`src/rtl/link_slave_fsm.sv`:
```
// link_slave_fsm
//   Responder end of a 4-phase req/ack byte link. It captures one byte per
//   handshake into a NUM_BYTES-deep buffer, holds ack for at least ACK_HOLD
//   cycles, and flags frame completion once NUM_BYTES handshakes are done.
//
// Ports
//   clk        rising-edge clock
//   rst        synchronous, active-high reset
//   req        initiator request; data_in is valid while high
//   data_in    byte from the initiator
//   ack        registered acknowledge to the initiator
//   rd_addr    read index into the capture buffer
//   rd_data    combinational read of the buffer at rd_addr
//   last_byte  most recently captured byte
//   byte_cnt   completed handshakes in the current frame
//   frame_cnt  completed frames, wraps modulo 256
//   done       one-cycle pulse on frame completion
//   proto_err  sticky: req fell while ack was still in its hold window
//
// state    | meaning
// ---------+--------------------------------------------------------------
// S_IDLE   | ack low, waiting for req; the byte is captured on leaving
// S_HOLD   | ack high, minimum hold window running (hold_cnt counts up)
// S_WAIT   | ack high, waiting for req to be sampled low
// S_DONE   | frame complete, done high for this cycle, counters cleared

module link_slave_fsm #(
  parameter int NUM_BYTES = 4,
  parameter int ACK_HOLD  = 2
) (
  input  logic                         clk,
  input  logic                         rst,
  input  logic                         req,
  input  logic [7:0]                   data_in,
  output logic                         ack,
  input  logic [$clog2(NUM_BYTES)-1:0] rd_addr,
  output logic [7:0]                   rd_data,
  output logic [7:0]                   last_byte,
  output logic [$clog2(NUM_BYTES):0]   byte_cnt,
  output logic [7:0]                   frame_cnt,
  output logic                         done,
  output logic                         proto_err
);

  localparam int AW = $clog2(NUM_BYTES);
  // hold_cnt reaches ACK_HOLD on the exit edge, so size it to hold that value
  localparam int HW = $clog2(ACK_HOLD) + 1;
  localparam logic [HW-1:0] HOLD_TC = HW'(ACK_HOLD - 1);
  localparam logic [AW:0]   LAST_CNT = (AW + 1)'(NUM_BYTES - 1);

  typedef enum logic [1:0] {
    S_IDLE = 2'd0,
    S_HOLD = 2'd1,
    S_WAIT = 2'd2,
    S_DONE = 2'd3
  } state_t;

  state_t        r_state, w_state_nxt;
  logic          r_ack, w_ack_nxt;
  logic          r_done, w_done_nxt;
  logic          r_perr, w_perr_nxt;
  logic [7:0]    r_last, w_last_nxt;
  logic [AW:0]   r_byte_cnt, w_byte_cnt_nxt;
  logic [7:0]    r_frame_cnt, w_frame_cnt_nxt;
  logic [AW-1:0] r_wr_idx, w_wr_idx_nxt;
  logic [HW-1:0] r_hold_cnt, w_hold_cnt_nxt;
  logic          w_wr_en;
  logic [7:0]    r_mem [NUM_BYTES];

  always_comb begin
    w_state_nxt     = r_state;
    w_ack_nxt       = r_ack;
    w_done_nxt      = 1'b0;
    w_perr_nxt      = r_perr;
    w_last_nxt      = r_last;
    w_byte_cnt_nxt  = r_byte_cnt;
    w_frame_cnt_nxt = r_frame_cnt;
    w_wr_idx_nxt    = r_wr_idx;
    w_hold_cnt_nxt  = r_hold_cnt;
    w_wr_en         = 1'b0;

    case (r_state)
      S_IDLE: begin
        w_ack_nxt = 1'b0;
        if (req) begin
          w_wr_en        = 1'b1;
          w_last_nxt     = data_in;
          w_hold_cnt_nxt = '0;
          w_ack_nxt      = 1'b1;
          w_state_nxt    = S_HOLD;
        end
      end
      S_HOLD: begin
        w_hold_cnt_nxt = r_hold_cnt + HW'(1);
        // an early req drop is only flagged; the hold window still completes
        if (!req) w_perr_nxt = 1'b1;
        if (r_hold_cnt == HOLD_TC) w_state_nxt = S_WAIT;
      end
      S_WAIT: begin
        if (!req) begin
          w_ack_nxt      = 1'b0;
          w_wr_idx_nxt   = r_wr_idx + AW'(1);
          w_byte_cnt_nxt = r_byte_cnt + (AW + 1)'(1);
          if (r_byte_cnt == LAST_CNT) begin
            w_state_nxt = S_DONE;
            w_done_nxt  = 1'b1;
          end else begin
            w_state_nxt = S_IDLE;
          end
        end
      end
      S_DONE: begin
        w_byte_cnt_nxt  = '0;
        w_wr_idx_nxt    = '0;
        w_frame_cnt_nxt = r_frame_cnt + 8'd1;
        w_state_nxt     = S_IDLE;
      end
      default: w_state_nxt = S_IDLE;
    endcase
  end

  always_ff @(posedge clk) begin
    if (rst) begin
      r_state     <= S_IDLE;
      r_ack       <= 1'b0;
      r_done      <= 1'b0;
      r_perr      <= 1'b0;
      r_last      <= '0;
      r_byte_cnt  <= '0;
      r_frame_cnt <= '0;
      r_wr_idx    <= '0;
      r_hold_cnt  <= '0;
      for (int i = 0; i < NUM_BYTES; i++) r_mem[i] <= '0;
    end else begin
      r_state     <= w_state_nxt;
      r_ack       <= w_ack_nxt;
      r_done      <= w_done_nxt;
      r_perr      <= w_perr_nxt;
      r_last      <= w_last_nxt;
      r_byte_cnt  <= w_byte_cnt_nxt;
      r_frame_cnt <= w_frame_cnt_nxt;
      r_wr_idx    <= w_wr_idx_nxt;
      r_hold_cnt  <= w_hold_cnt_nxt;
      if (w_wr_en) r_mem[r_wr_idx] <= data_in;
    end
  end

  assign ack       = r_ack;
  assign done      = r_done;
  assign proto_err = r_perr;
  assign last_byte = r_last;
  assign byte_cnt  = r_byte_cnt;
  assign frame_cnt = r_frame_cnt;
  assign rd_data   = r_mem[rd_addr];

endmodule
```
`config.mk`:
```
export PLATFORM = sky130hd
export DESIGN_NAME = link_slave_fsm
export DESIGN_NICKNAME = d
export VERILOG_FILES = /design/src/rtl/link_slave_fsm.sv
export SDC_FILE = /design/constraint.sdc
export NUM_CORES = 1
export LEC_CHECK = 0
export ABC_AREA = 1
export CORE_UTILIZATION = 45
export CTS_CLUSTER_SIZE = 14
export DETAILED_ROUTE_END_ITERATION = 8
export PLACE_DENSITY = 0.72
export RECOVER_POWER = 50
export SYNTH_ARGS = -nofsm -noshare
export SYNTH_HDL_FRONTEND = slang
export SYNTH_SLANG_ARGS = --single-unit
```
`constraint.sdc`:
```
create_clock -name clk -period 1.77 [get_ports clk]
set_clock_uncertainty 0.15 [all_clocks]
set_input_delay 0.2655 -clock clk [delete_from_list [all_inputs] [get_ports clk]]
set_output_delay 0.2655 -clock clk [all_outputs]
set_load 0.05 [all_outputs]
```
Yosys cells after proc, flatten, opt, wreduce, memory -nomap -nowiden
Memories as Yosys holds them, arrays and structs flattened.
Index checks and enable logic that the tools add are counted.
Cells by class
  add/subtract/negate cells: 4
  equal/unequal tests: 8
  multiplexer cells: 24
  bitwise gates (word level): 2
  reductions and logical operators: 12
Operators with widths (number)
  two-way mux 2 bit: 7
  two-way mux 1 bit: 10
  AND reduction 2 bit: 5
  adder 8 x 1 -> 8 bit (second input constant): 1
  two-way mux 8 bit: 1
  one-hot mux 2 bit (2 select lines): 2
  one-hot mux 2 bit (4 select lines): 1
  OR reduction 8 bit: 1
  inequality test 2 bit (second input constant): 3
  one-hot mux 3 bit (2 select lines): 1
  nonzero test 2 bit: 3
  adder 2 x 1 -> 2 bit (second input constant): 2
  == test 2 x 1 -> 1 bit (second input constant): 2
  == test 2 bit (second input constant): 2
  adder 3 x 1 -> 3 bit (second input constant): 1
  == test 3 x 2 -> 1 bit (second input constant): 1
  two-way mux 3 bit: 1
  AND reduction 3 bit: 1
  OR reduction 3 bit: 1
  zero test 2 bit: 1
  NOT 1 bit: 2
  one-hot mux 1 bit (2 select lines): 1
Storage, ports and cells
  flip-flop bits (word level): 28
  memory bits (writable): 32
  input bits: 13
  word-level logic and storage cells: 60
  memories: 1
Memory list
  r_mem: depth 4, width 8, read ports 1, clocked after Yosys merged registers in 0, wr ports 4, line 68  | logic [7:0] r_mem [NUM_BYTES];

Logic depth before layout (Yosys ltp)
  word-level depth: 7
  depth in mapped cells: 8

Worst setup path before layout
Ideal clock, no wire load.
  path kind: flip-flop to flip-flop
  start: reg r_state[1]
  end: mem r_mem[1][0], enable pin
  arrival: 1.388 ns
  required time: 1.236 ns
  slack: -0.152 ns
  stages on the path, launching flop included: 6
  period minus slack after synthesis: 1.922 ns
  cell sequence: dfxtp_1 buf_6 nor2_4 nand2_1 buf_2 o21ai_0
RTL lines
  start: declaration: line 58  | state_t r_state, w_state_nxt;
  start signal: assignment: line 135  | r_state <= w_state_nxt;
  end: declaration: line 68

Final worst setup path
  start: in rd_addr[1]
  end: out rd_data[1]
Between the ends
  cells in the longest elaborated chain, start to end: 1
Ends and longest elaborated chain
  start: declaration: line 36  | input logic [$clog2(NUM_BYTES)-1:0] rd_addr,
  memory read (4 x 8 bit)
  end: declaration: line 37  | output logic [7:0] rd_data,
No other way between the ends.

==> flow_metrics.env <==
export IMPL_drt_vias_per_instance=4.77
export IMPL_drv_cap=0
export IMPL_worstHoldPathCells=1
export IMPL_final_common_cell="nor2_1"
export IMPL_hold_class="register to register"
export IMPL_finalSetupTns_ns=0
export IMPL_root_buffer="clkbuf_8"
export IMPL_regArea_um2=1520
export IMPL_final_cells=422
export IMPL_placed_area_um2=3280
export IMPL_track_usage_pct=20.3
export IMPL_grt_pass1_wl_mm=9.09
export IMPL_leakagePower_nw=1.41
export IMPL_start_kind="primary input"
export IMPL_synthCells=275
export IMPL_power_density_nw_per_um2=1170
export IMPL_drt_iter0_markers=110
export IMPL_first_pass_iters=4
export IMPL_wl_per_cell_um=12.7
export IMPL_syn_area_um2=2540
export IMPL_cts_sinks=60
export IMPL_ios=43
export IMPL_antenna_found_initial=0
export IMPL_design_area_um2=3350
export IMPL_final_min_period_over_clock_period_pct=94.1
export IMPL_cts_buffers=9
export IMPL_core_area_um2=5270
export IMPL_n_antenna_cell=0
export IMPL_final_cell_mix="nor2_1 (65), nand2_1 (40), edfxtp_1 (32)"
export IMPL_synth_seq_cells=60
export IMPL_max_slew_worst_pin_slew_ns=0.602
export IMPL_drc=0
export IMPL_critPathArrivalTime_ns=1.25
export IMPL_cp_required_ns=1.35
export IMPL_area_delta_synth_final_pct=32.2
export IMPL_rows=26
export IMPL_whs_ns=0.308
export IMPL_status="finished clean"
export IMPL_final_nets=364
export IMPL_cts_buffer_depth=2
export IMPL_die_w_um=77.1
export IMPL_synth_area_per_cell_um2=9.23
export IMPL_die_y_um=77.1
export IMPL_numPortBuffers=42
export IMPL_cts_htree_levels=3
export IMPL_drive_gt1_share_pct=18.5
export IMPL_n_fill_cell=448
export IMPL_die_area_um2=5940
export IMPL_multiInputGateArea_um2=895
export IMPL_gr_total_overflow=0
export IMPL_crit_fanout=8
export IMPL_end_kind="output pin"
export IMPL_yosys_warnings=0
export IMPL_ir_worst_vdd_mv=0.705
export IMPL_hold_viol_final=0
export IMPL_slew_headroom_pct=60.0
export IMPL_ant_nets=0
export IMPL_vias=2011
export IMPL_max_freq_mhz=601
export IMPL_min_period_ns=1.66
export IMPL_seq_area_frac_synth_pct=60.0
export IMPL_grt_pass1_vias=1973
export IMPL_worstSetupPathType="primary input to output pin"
export IMPL_reg2reg_depth=7
export IMPL_grt_max_degree=12
export IMPL_synth_cell_type_count=25
export IMPL_setup_violations=0
export IMPL_clkSlewWorstSetupHoldPaths_ns=0.06
export IMPL_dpl_cell_count=406
export IMPL_dp_hpwl_mm=3.86
export IMPL_clk_latency_ns=0.34
export IMPL_rsz0062_at_grt="no"
export IMPL_totalWireLength_mm=5.37
export IMPL_syn_nets=292
export IMPL_place_congestion=0.825
export IMPL_final_max_slew_viol_count=0
export IMPL_start_util_pct=48.1
export IMPL_cts_tree="built"
-- state kept, by name, summed over array words and instances (netlist names) --
name	flops
ack	1
byte_cnt	3
done	1
frame_cnt	8
last_byte	8
proto_err	1
r_hold_cnt	2
r_mem	32
r_state	2
r_wr_idx	2
-- report_power, final --
group	switching (mW)	internal (mW)	leakage, nW
logic	0.678	0.346	0.752
clock network	0.517	0.678	0.0967
registers	0.0742	1.62	0.560
total	1.27	2.64	1.41
-- cell type report --
type	count	share of cell area, %
Clock inverter	5	1.53
Tap cell	70	2.61
Inverter	28	3.13
Timing Repair Buffer	68	16.5
Sequential cell	60	45.4
Multi-Input combinational cell	180	26.7
Clock buffer	11	4.22
-- Yosys cell counts, drive strengths merged --
cell type	count	area share [%]
nor3	3	0.59
a21oi	11	2.2
nor2	67	11
buf	5	1.2
xnor2	1	0.35
o21a	1	0.30
o21ai	25	4.9
ha	4	2.0
inv	28	4.1
edfxtp	32	38
xor2	1	0.35
nand3	16	3.8
nand2	41	6.2
clkbuf	2	0.30
o22ai	8	2.0
dfxtp	28	22
or2	1	0.25
o31ai	1	0.30
-- per-layer routing --
layer | GRT usage, % | share of wire (%) | up-vias
met2 | 33.9 | 48 | 45
met3 | 3.69 | 3.9 | 10
li1 | - | - | 1052
met1 | 24.2 | 45 | 904
met4 | 12.3 | 2.4 | 0
met5 | 0 | 0 | -
-- worst max-delay path, cell delays in order --
cell and delay [ns]:
clkdlybuf4s15_1 0.33, buf_4 0.17, o21ai_0 0.09, o22ai_2 0.22, buf_12 0.17
-- logic make-up (layout without fill, tap and decap cells) --
group	Yosys count	in the layout	share of synthesized area, %
xor gates and xnor gates	2	2	0.690
and+or+nand+nor	128	128	22.0
buffers and inverters	35	112	5.67
AOI/OAI and AO/OA	46	46	9.66
adders and majority gates	4	4	1.97
DFF	60	60	60.0
-- worst paths after layout --
check / start / end / slack [ns]
max: rd_addr[1] / rd_data[1] / 0.11
min: r_hold_cnt[0]$_SDFFE_PP0P_ / r_hold_cnt[0]$_SDFFE_PP0P_ / 0.31
max reg2reg: r_state[0]$_SDFFE_PP0P_ / byte_cnt[2]$_SDFFE_PP0P_ / 0.19
min reg2reg: r_hold_cnt[0]$_SDFFE_PP0P_ / r_hold_cnt[0]$_SDFFE_PP0P_ / 0.31
-- repair_timing --
action	CTS	global route
buffers inserted	0	0
hold buffers	0	0
setup endpoints to repair	8	2
pin swaps	1	0
resized for setup	6	2
-- per-stage QoR --
| stage | total power, mW | utilization (%) | setup WS (ns) |
|---|---|---|---|
| after CTS | 4.02 | 65.9 | 0.0435 |
| after detailed placement | 2.83 | 62.2 | -0.254 |
| after global routing | 4.12 | 63.6 | 0.00451 |
| final | 3.91 | 63.6 | 0.105 |
| after global placement | 2.81 | 62.2 | -0.197 |
| after floorplan | 2.40 | - | -0.152 |
(Power assumes the default switching activity.)
